[src/rtl/alu_md_pkg.sv]
// Shared types for the registered ALU with the RV32M multiply/divide group.
// Base opcodes 0-13 keep their legacy 4-bit values, zero-extended to 5 bits.
package alu_md_pkg;

    typedef enum logic [4:0] {
        F_ADD      = 5'd0,
        F_SUB      = 5'd1,
        F_SLL      = 5'd2,
        F_SLT      = 5'd3,
        F_SLTU     = 5'd4,
        F_XOR      = 5'd5,
        F_SRL      = 5'd6,
        F_SRA      = 5'd7,
        F_OR       = 5'd8,
        F_AND      = 5'd9,
        F_ADD_JALR = 5'd10,
        F_BEQ      = 5'd11,
        F_BLT      = 5'd12,
        F_BLTU     = 5'd13,
        F_MUL      = 5'd16,
        F_MULH     = 5'd17,
        F_MULHSU   = 5'd18,
        F_MULHU    = 5'd19,
        F_DIV      = 5'd20,
        F_DIVU     = 5'd21,
        F_REM      = 5'd22,
        F_REMU     = 5'd23
    } func_e;

    typedef enum logic [1:0] {
        S_IDLE = 2'd0,
        S_MUL  = 2'd1,
        S_DIV  = 2'd2,
        S_DONE = 2'd3
    } state_e;

    // Opcodes 16-23: the whole M group.
    function automatic logic is_muldiv(input logic [4:0] f);
        return f[4] && !f[3];
    endfunction

    // Opcodes 20-23: DIV, DIVU, REM, REMU.
    function automatic logic is_div(input logic [4:0] f);
        return f[4:2] == 3'b101;
    endfunction

endpackage

[src/rtl/div_iter.sv]
// Iterative radix-2 restoring divider on unsigned operands, one quotient bit per cycle.
// done marks the cycle whose clock edge retires the last bit; quot/rem then carry the final values.
module div_iter
    import alu_md_pkg::*;
#(
    parameter int XLEN = 32
) (
    input  logic            clk,
    input  logic            rst,
    input  logic            start,
    input  logic [XLEN-1:0] dividend,
    input  logic [XLEN-1:0] divisor,
    output logic            busy,
    output logic            done,
    output logic [XLEN-1:0] quot,
    output logic [XLEN-1:0] rem
);

    localparam int CW = $clog2(XLEN) + 1;

    logic [CW-1:0]   cnt;
    logic [XLEN-1:0] rem_r;
    logic [XLEN-1:0] quo_r;
    logic [XLEN-1:0] dsr_r;
    logic [XLEN:0]   shifted;
    logic [XLEN:0]   trial;

    // quot/rem are the values after this cycle's step; a borrow in trial restores.
    always_comb begin
        shifted = {rem_r, quo_r[XLEN-1]};
        trial   = shifted - {1'b0, dsr_r};
        quot    = {quo_r[XLEN-2:0], ~trial[XLEN]};
        rem     = trial[XLEN] ? shifted[XLEN-1:0] : trial[XLEN-1:0];
    end

    assign busy = (cnt != '0);
    assign done = (cnt == CW'(1));

    always_ff @(posedge clk) begin
        if (rst) begin
            cnt <= '0;
        end else if (start) begin
            cnt <= CW'(XLEN);
        end else if (busy) begin
            cnt <= cnt - CW'(1);
        end
    end

    always_ff @(posedge clk) begin
        if (start) begin
            rem_r <= '0;
            quo_r <= dividend;
            dsr_r <= divisor;
        end else if (busy) begin
            rem_r <= rem;
            quo_r <= quot;
        end
    end

endmodule

[src/rtl/alu_md.sv]
// Registered integer ALU with RV32M multiply/divide and valid/ready on both sides.
// One operation in flight; in_ready is high only while idle.
module alu_md
    import alu_md_pkg::*;
#(
    parameter int XLEN    = 32,
    parameter int SHW     = $clog2(XLEN),
    parameter int MUL_LAT = 2
) (
    input  logic            clk,
    input  logic            rst,
    input  logic            in_valid,
    output logic            in_ready,
    input  logic [4:0]      func,
    input  logic [XLEN-1:0] A,
    input  logic [XLEN-1:0] B,
    output logic            out_valid,
    input  logic            out_ready,
    output logic [XLEN-1:0] alu_out,
    output logic            cmp
);

    state_e state, state_nxt;

    logic [XLEN-1:0]          sum;
    logic [XLEN-1:0]          base_res;
    logic                     base_cmp;
    logic                     mul_a_sgn, mul_b_sgn;
    logic signed [2*XLEN-1:0] mul_a, mul_b;
    logic signed [2*XLEN-1:0] prod_p0, prod_p1, prod_p2, prod_last;
    logic                     vld_p1, vld_p2, mul_last, mul_acc;
    logic                     div_signed, a_neg, b_neg, div_zero, div_ovf, div_special;
    logic [XLEN-1:0]          a_mag, b_mag, spec_res;
    logic [4:0]               func_p1;
    logic                     q_neg_p1, r_neg_p1;
    logic                     div_start, div_busy, div_done;
    logic [XLEN-1:0]          div_quot, div_rem;
    logic                     load, cmp_d;
    logic [XLEN-1:0]          res_d;

    function automatic logic [XLEN-1:0] mul_sel(input logic [4:0] f,
                                                input logic signed [2*XLEN-1:0] p);
        return (f == F_MUL) ? p[XLEN-1:0] : p[2*XLEN-1:XLEN];
    endfunction

    function automatic logic [XLEN-1:0] sign_fix(input logic neg, input logic [XLEN-1:0] v);
        return neg ? -v : v;
    endfunction

    assign sum = A + B;

    always_comb begin
        base_res = '0;
        base_cmp = 1'b0;
        case (func)
            F_ADD:      base_res = sum;
            F_SUB:      base_res = A - B;
            F_SLL:      base_res = A << B[SHW-1:0];
            F_SLT:      base_res = {{(XLEN-1){1'b0}}, $signed(A) < $signed(B)};
            F_SLTU:     base_res = {{(XLEN-1){1'b0}}, A < B};
            F_XOR:      base_res = A ^ B;
            F_SRL:      base_res = A >> B[SHW-1:0];
            F_SRA:      base_res = $signed(A) >>> B[SHW-1:0];
            F_OR:       base_res = A | B;
            F_AND:      base_res = A & B;
            F_ADD_JALR: base_res = {sum[XLEN-1:1], 1'b0};
            F_BEQ:      base_cmp = (A == B);
            F_BLT:      base_cmp = $signed(A) < $signed(B);
            F_BLTU:     base_cmp = (A < B);
            default:    ;
        endcase
    end

    // Operands are widened to 2*XLEN so one signed multiply covers all four variants.
    always_comb begin
        mul_a_sgn = (func == F_MULH) || (func == F_MULHSU);
        mul_b_sgn = (func == F_MULH);
        mul_a     = {{XLEN{mul_a_sgn & A[XLEN-1]}}, A};
        mul_b     = {{XLEN{mul_b_sgn & B[XLEN-1]}}, B};
        prod_p0   = mul_a * mul_b;
    end

    always_comb begin
        div_signed  = (func == F_DIV) || (func == F_REM);
        a_neg       = div_signed & A[XLEN-1];
        b_neg       = div_signed & B[XLEN-1];
        a_mag       = sign_fix(a_neg, A);
        b_mag       = sign_fix(b_neg, B);
        div_zero    = (B == '0);
        div_ovf     = div_signed && (A == {1'b1, {(XLEN-1){1'b0}}}) && (B == '1);
        div_special = div_zero || div_ovf;
        if (div_zero) begin
            spec_res = func[1] ? A : '1;
        end else begin
            spec_res = func[1] ? '0 : A;
        end
    end

    assign mul_acc   = (state == S_IDLE) && in_valid && is_muldiv(func) && !is_div(func);
    assign mul_last  = (MUL_LAT > 2) ? vld_p2 : vld_p1;
    assign prod_last = (MUL_LAT > 2) ? prod_p2 : prod_p1;

    always_comb begin
        state_nxt = state;
        load      = 1'b0;
        res_d     = '0;
        cmp_d     = 1'b0;
        div_start = 1'b0;
        case (state)
            S_IDLE: begin
                if (in_valid && !div_busy) begin
                    if (is_div(func)) begin
                        if (div_special) begin
                            load      = 1'b1;
                            res_d     = spec_res;
                            state_nxt = S_DONE;
                        end else begin
                            div_start = 1'b1;
                            state_nxt = S_DIV;
                        end
                    end else if (is_muldiv(func)) begin
                        if (MUL_LAT == 1) begin
                            load      = 1'b1;
                            res_d     = mul_sel(func, prod_p0);
                            state_nxt = S_DONE;
                        end else begin
                            state_nxt = S_MUL;
                        end
                    end else begin
                        load      = 1'b1;
                        res_d     = base_res;
                        cmp_d     = base_cmp;
                        state_nxt = S_DONE;
                    end
                end
            end
            S_MUL: begin
                if (mul_last) begin
                    load      = 1'b1;
                    res_d     = mul_sel(func_p1, prod_last);
                    state_nxt = S_DONE;
                end
            end
            S_DIV: begin
                if (div_done) begin
                    load      = 1'b1;
                    res_d     = func_p1[1] ? sign_fix(r_neg_p1, div_rem)
                                           : sign_fix(q_neg_p1, div_quot);
                    state_nxt = S_DONE;
                end
            end
            S_DONE: begin
                if (out_ready) begin
                    state_nxt = S_IDLE;
                end
            end
            default: state_nxt = S_IDLE;
        endcase
    end

    assign in_ready  = (state == S_IDLE) && !div_busy;
    assign out_valid = (state == S_DONE);

    always_ff @(posedge clk) begin
        if (rst) begin
            state   <= S_IDLE;
            alu_out <= '0;
            cmp     <= 1'b0;
            vld_p1  <= 1'b0;
            vld_p2  <= 1'b0;
        end else begin
            state  <= state_nxt;
            vld_p1 <= mul_acc && (MUL_LAT > 1);
            vld_p2 <= vld_p1 && (MUL_LAT > 2);
            if (load) begin
                alu_out <= res_d;
                cmp     <= cmp_d;
            end
        end
    end

    // Stage p1: operands captured on accept; stage p2 only matters for MUL_LAT=3.
    always_ff @(posedge clk) begin
        if (in_ready && in_valid) begin
            func_p1  <= func;
            q_neg_p1 <= a_neg ^ b_neg;
            r_neg_p1 <= a_neg;
        end
        if (mul_acc) begin
            prod_p1 <= prod_p0;
        end
        if (vld_p1) begin
            prod_p2 <= prod_p1;
        end
    end

    div_iter #(
        .XLEN(XLEN)
    ) u_div (
        .clk      (clk),
        .rst      (rst),
        .start    (div_start),
        .dividend (a_mag),
        .divisor  (b_mag),
        .busy     (div_busy),
        .done     (div_done),
        .quot     (div_quot),
        .rem      (div_rem)
    );

endmodule

[config.mk]
export PLATFORM = sky130hd
export DESIGN_NAME = alu_md
export DESIGN_NICKNAME = d
export VERILOG_FILES = /design/src/rtl/alu_md_pkg.sv /design/src/rtl/div_iter.sv /design/src/rtl/alu_md.sv
export SDC_FILE = /design/constraint.sdc
export NUM_CORES = 2
export LEC_CHECK = 0
export ABC_AREA = 1
export CAP_MARGIN = 20
export CORE_ASPECT_RATIO = 1.5
export CORE_MARGIN = 8
export CORE_UTILIZATION = 49
export CTS_CLUSTER_DIAMETER = 100
export DETAILED_ROUTE_END_ITERATION = 6
export PLACE_DENSITY = 0.68
export SKIP_LAST_GASP = 1
export SLEW_MARGIN = 5
export SYNTH_ARGS = -nofsm -noshare
export SYNTH_HDL_FRONTEND = slang
export SYNTH_SLANG_ARGS = --single-unit
[constraint.sdc]
create_clock -name clk -period 8.5 [get_ports clk]
set_input_delay 0.85 -clock clk [delete_from_list [all_inputs] [get_ports clk]]
set_output_delay 0.85 -clock clk [all_outputs]
set_load 0.02 [all_outputs]
* Word level (Yosys, flattened, before mapping) *
Index checks and enable logic that the tools add are counted.

storage, ports and cells
  register bits = 209
  latch bits = 0
  RAM bits = 0
  memory bits (read-only) = 0
  logic and storage cells = 134
  memories kept = 0

cells by class
  $add $sub $neg = 8
  multipliers = 1
  div/mod/pow operators = 0
  $lt $le $gt $ge = 2
  eq/ne operators = 30
  shift-type cells = 3
  multiplexer cells = 46
  bitwise logic cells = 9
  reductions and logical operators = 22

operators with widths
  kind                                                              count
  32-bit two-way mux                                                18
  32-bit one-hot mux with 11 select lines                           1
  32-bit negator                                                    4
  32-bit one-hot mux with 3 select lines                            1
  32-bit == test (second input constant)                            2
  32-bit less-than comparator                                       2
  33-bit by 33-bit multiplier with 64-bit output                    1
  33-bit by 32-bit subtractor with 33-bit output                    1
  32-bit adder                                                      1
  32-bit bitwise AND                                                1
  32-bit == test                                                    1
  32-bit logical NOT                                                1
  32-bit bitwise OR                                                 1
  32-bit by 5-bit left shift with 32-bit output                     1
  32-bit by 5-bit right shift with 32-bit output                    1
  32-bit by 5-bit >>> shifter with 32-bit output                    1
  32-bit subtractor                                                 1
  32-bit XOR                                                        1
  5-bit by 4-bit == test with 1-bit output (second input constant)  6
  5-bit == test (second input constant)                             5
  5-bit by 3-bit == test with 1-bit output (second input constant)  4
  1-bit two-way mux                                                 15
  2-bit two-way mux                                                 6
  6-bit two-way mux                                                 2
  23 further kinds                                                  43

* Longest topological paths before layout *
  word-level depth = 10
  depth in mapped cells = 36
  gate-level depth less buffers = 35

* Cells and area by module *
A second synthesis with hierarchy kept.

second synthesis, totals
  cell total of the unflattened synthesis = 9429
  area total of the unflattened synthesis = 65384.0 µm²

by module, submodules not included
  module    instances  cells an instance  area an instance (µm²)
  alu_md    1          8332               58093.2
  div_iter  1          1097               7290.7

* Least setup slack after synthesis *
No wires, ideal clock.

  path kind = input-to-reg
  start = input port func[1]
  end = register prod_p1[63], in the netlist prod_last[63], data pin
  setup time = 0.262 ns
  arrival = 8.829 ns
  slack = -0.592 ns
  cell stages on the path = 34
  buffers on the path = 2
  cells stage by stage = clkbuf_1 nor2_1 inv_1 nand2_1 nand3_1 clkbuf_1 nor2_1 fa_1 inv_1 fa_1 inv_1 fa_1 inv_1 fa_1 inv_1 fa_1 fa_1 fa_1 inv_1 fa_1 inv_1 ha_1 nand2_1 nor2_1 inv_1 nor2_1 inv_1 nor4_1 nand3_1 nand3_1 nand2_1 o211ai_1 a21oi_1 xor2_1

between the ends
  cells in the longest elaborated chain, start to end = 4
  elaborated cells on any way between the ends = 6

ends and longest elaborated chain
  item                                              RTL line                    RTL
  start: declaration                                alu_md.sv:14                input logic [4:0] func,
  5-bit == test (on tied branches)                  alu_md.sv:76, alu_md.sv:77
  1-bit logical OR                                  alu_md.sv:76                mul_a_sgn = (func == F_MULH) || (func == F_MULHSU);
  1-bit bitwise AND                                 alu_md.sv:78                mul_a = {{XLEN{mul_a_sgn & A[XLEN-1]}}, A};
  33-bit by 33-bit multiplier with 64-bit output *  alu_md.sv:80                prod_p0 = mul_a * mul_b;
  via prod_p0[63]                                   alu_md.sv:30                logic signed [2*XLEN-1:0] prod_p0, prod_p1, prod_p2, prod_last;
  end signal: assignment                            alu_md.sv:190               prod_p1 <= prod_p0;
  end: declaration                                  alu_md.sv:30

The timed path passes the listed nets; every way through them passes the cells marked *.
A chain may end at the register's enable or synchronous reset.

* Worst setup path in the final report *
  start = input port func[1]
  end = register prod_p1[59], in the netlist prod_last[59], data pin

Same word-level chain as after synthesis.

==> results.rst <==
.. list-table::
   :header-rows: 1

   * - Metric
     - Value
   * - Critical register-to-register path endpoint
     - alu_out[30]
   * - Class of the most critical setup path
     - primary input to flop
   * - Proportion of register bits with asynchronous set or reset after synthesis
     - 0%
   * - Vias in the first global route
     - 63300
   * - Die Area
     - 0.138 mm²
   * - Height of the die
     - 452 µm
   * - Wire length of the first global-routing pass
     - 410000 µm
   * - Max FO, Critical Path
     - 5
   * - Number of enable flip-flop cells after synthesis
     - 135
   * - Worst Hold Depth
     - 2
   * - Total CTS buffers
     - 25
   * - TritonCTS clock tree
     - yes
   * - Worst slew pin tran
     - 1.37 ns
   * - Post-synthesis area per instance
     - 7.37 µm²
   * - Failing checks
     - DRC
   * - First DRT Iteration DRCs
     - 5328
   * - Data arrival time of the worst path
     - 8.53 ns
   * - Slew HR
     - 8.35%
   * - Run status
     - finished, violations left
   * - Number of I/O pins
     - 108
   * - Placement Rows
     - 160
   * - Summed area of non-filler cells in the final layout
     - 0.0696 mm²
   * - Number of buffers on the longest clock path
     - 3
   * - Mapped Cells
     - 8407
   * - Maximum clock rate
     - 0.122 GHz
   * - DRC errors left
     - 4
   * - Cell taking the most area after synthesis
     - fa_1
   * - Critical path's slowest cell
     - fa_2
   * - Synthesized netlist net count
     - 9962
   * - IO Port Bufs
     - 107
   * - Reg-to-reg setup timing slack
     - 2.75 ns
   * - Later-pin clock latency in the skew report
     - 0.62 ns
   * - Crit path capture type
     - flop
   * - Top cells by count, synth
     - inv_1, nand2_1, fa_1, nor2_1, o21ai_0
   * - Routed via count
     - 59600
   * - Total negative slack
     - 0 ns
   * - Fraction of post-synthesis cell area in the top cell type by area
     - 36.4%
   * - Largest net degree at the start of global routing
     - 75
   * - Routability congestion estimate from global placement
     - 1.09
   * - DP HPWL
     - 234000 µm
   * - CTS root buf
     - clkbuf_16
   * - Hold violation total from the final report
     - 0
   * - DRT Pass-1 Iters
     - 7
   * - Capture endpoint of the worst hold path
     - cmp
   * - Critical hold path startpoint
     - cmp
   * - Cell types with the largest area share after synthesis
     - fa_1, inv_1, nand2_1, ha_1, edfxtp_1
   * - CP Launch Type
     - primary input
   * - Count of max-cap constraint violations
     - 0
   * - Clock transition at the registers of the reported paths
     - 0.06 ns
   * - #FFs+latches synth
     - 209
   * - Count of cells along the worst register-to-register path
     - 30
   * - Per-cell routed wire length
     - 27.0 µm
   * - Area added between synthesis and finish
     - 12.3%
   * - Placed cell areas
     - 0.0684 mm²
   * - Primary flip-flop cell chosen by synthesis mapping
     - edfxtp_1
   * - Most frequent cell after synthesis
     - inv_1
   * - CP required
     - 8.84 ns
   * - Count of pins over their slew limit
     - 0
   * - Post-route fraction of the period consumed by the critical path
     - 96.3%
   * - Final critical path time including I/O delays and setup
     - 8.19 ns
   * - Warnings from Yosys
     - 0
   * - DR vias/cell
     - 5.72
   * - Fill count
     - 12200
   * - Initial antenna violation count
     - 18
   * - # clock sinks
     - 209
   * - Floorplan Core Area
     - 0.126 mm²
   * - Max stage delay on crit path
     - 0.61 ns
   * - Class of the worst hold path
     - flop to flop
   * - Final Skew
     - 0.0335 ns
   * - Final layout net count
     - 10300
   * - Distinct cell type count after synthesis
     - 73
   * - Layout cells sized above 1
     - 10.3%
   * - Sequential area share after synthesis
     - 8.93%
   * - Gr usage total
     - 40.4%
   * - Sequential cell area
     - 0.00554 mm²
   * - Post-Synthesis Cell Area
     - 0.0620 mm²
   * - Source of the worst register-to-register timing path
     - u_div.quo_r[31]
   * - Area used by multi-input combinational logic
     - 0.0472 mm²
   * - Antenna Nets Post-Route
     - 0
   * - # setup viols final
     - 0
   * - Starting Density
     - 49.1%
   * - Worst-case hold slack
     - 0.490 ns
   * - Total gr overflow
     - 0
   * - Die outline width
     - 306 µm
   * - Total wirelength of the detailed-routed design
     - 281000 µm
   * - H-tree depth
     - 1
## area by class of cell
| cell class | count | share of cell area, % |
|---|---|---|
| timing repair buffer | 737 | 8.81 |
| sequential | 209 | 7.96 |
| antenna | 10 | 0.0360 |
| multi-input combinational | 5712 | 67.8 |
| tap | 1620 | 2.91 |
| clock buffer | 30 | 0.941 |
| clock inverter | 16 | 0.315 |
| inverter | 2072 | 11.2 |
## how the worst max path moves through the flow
| stage | from | endpoint | slack [ns] | cells after the start |
|---|---|---|---|---|
| global route | func[1] | prod_last[62] | -0.05 | 38 |
| floorplan | B[0] | prod_last[63] | 0.001 | 32 |
| finish | func[1] | prod_last[59] | 0.31 | 33 |
| global placement | func[0] | prod_last[63] | -0.47 | 36 |
| detailed placement | func[0] | prod_last[63] | -0.55 | 36 |
| CTS | func[0] | prod_last[63] | 0.04 | 36 |
## layout by cell type (no fill, tap or decap), types with 13 or more instances in the layout
cell	instances
inv_2	17
nand2_2	42
o21ai_1	14
nor2_2	19
buf_2	64
o221ai_1	18
o21a_1	17
o31ai_1	13
dfxtp_1	74
buf_4	574
clkbuf_16	25
nor3_1	66
a21oi_1	363
a21o_1	14
o21bai_1	20
a31oi_1	41
a221oi_1	14
buf_12	49
nand2_1	1969
a211oi_1	23
nand4_1	67
nand3_1	250
o22ai_1	53
o21ai_0	414
nor4_1	14
or2_2	22
edfxtp_1	135
o211ai_1	29
ha_1	353
inv_1	2047
xor2_1	115
clkdlybuf4s50_1	42
fa_1	1122
mux2i_1	14
nor2_1	449
xnor2_1	43
## worst max-delay path, delay by kind of cell
kind	cells	cell delay [ns]
AO/OA/AOI/OAI	4	0.73
adder cells (fa/ha/maj)	9	4.33
AND/OR/NAND/NOR	7	0.87
XOR/XNOR	1	0.10
buffers and inverters	12	1.65
## flip-flops by register name, indices dropped and copies added, names as in the netlist
register / cells
r_neg_p1: 1
mul_last: 1
func_p1: 5
u_div.rem_r: 32
prod_last: 64
q_neg_p1: 1
cmp: 1
u_div.quo_r: 32
u_div.dsr_r: 32
alu_out: 32
state: 2
u_div.cnt: 6
## metal layers
metal	GRT usage, %	part of all wire (%)	vias to the layer above
met5	0	0.037	-
met1	42.4	33	29400
li1	-	-	25900
met3	7.96	7.9	1130
met2	69.9	49	3112
met4	33.0	10	14
## through the flow
step	instances	utilization (%)	setup slack, ns
after detailed placement	10300	54.3	-0.552
after global routing	10400	55.1	-0.0472
after global placement	10300	54.3	-0.468
after floorplan	8407	-	0.00139
after CTS	10400	54.9	0.0372
final	10400	55.2	0.311
## timing repair
item                       4_1_cts  5_1_grt
setup buffers                    0        4
resized for setup                0       48
setup endpoints to repair        0       16
hold buffers                     0        0
## kinds of logic (layout without fill, tap and decap cells)
logic type      count (synthesis)  count (layout)  share of synthesized area [%]
flops                         209             209                           8.93
other cells                     0              10                              0
compound gates               1096            1096                           10.1
mux                            14              14                          0.226
fa+ha+maj                    1485            1485                           43.6
buf+inv                      2486            2855                           15.2
xor+xnor                      158             158                           2.23
simple gates                 2959            2959                           19.7
Power is not shown: default switching activity piles up to over one toggle a cycle in this logic, so the estimate is an artifact.
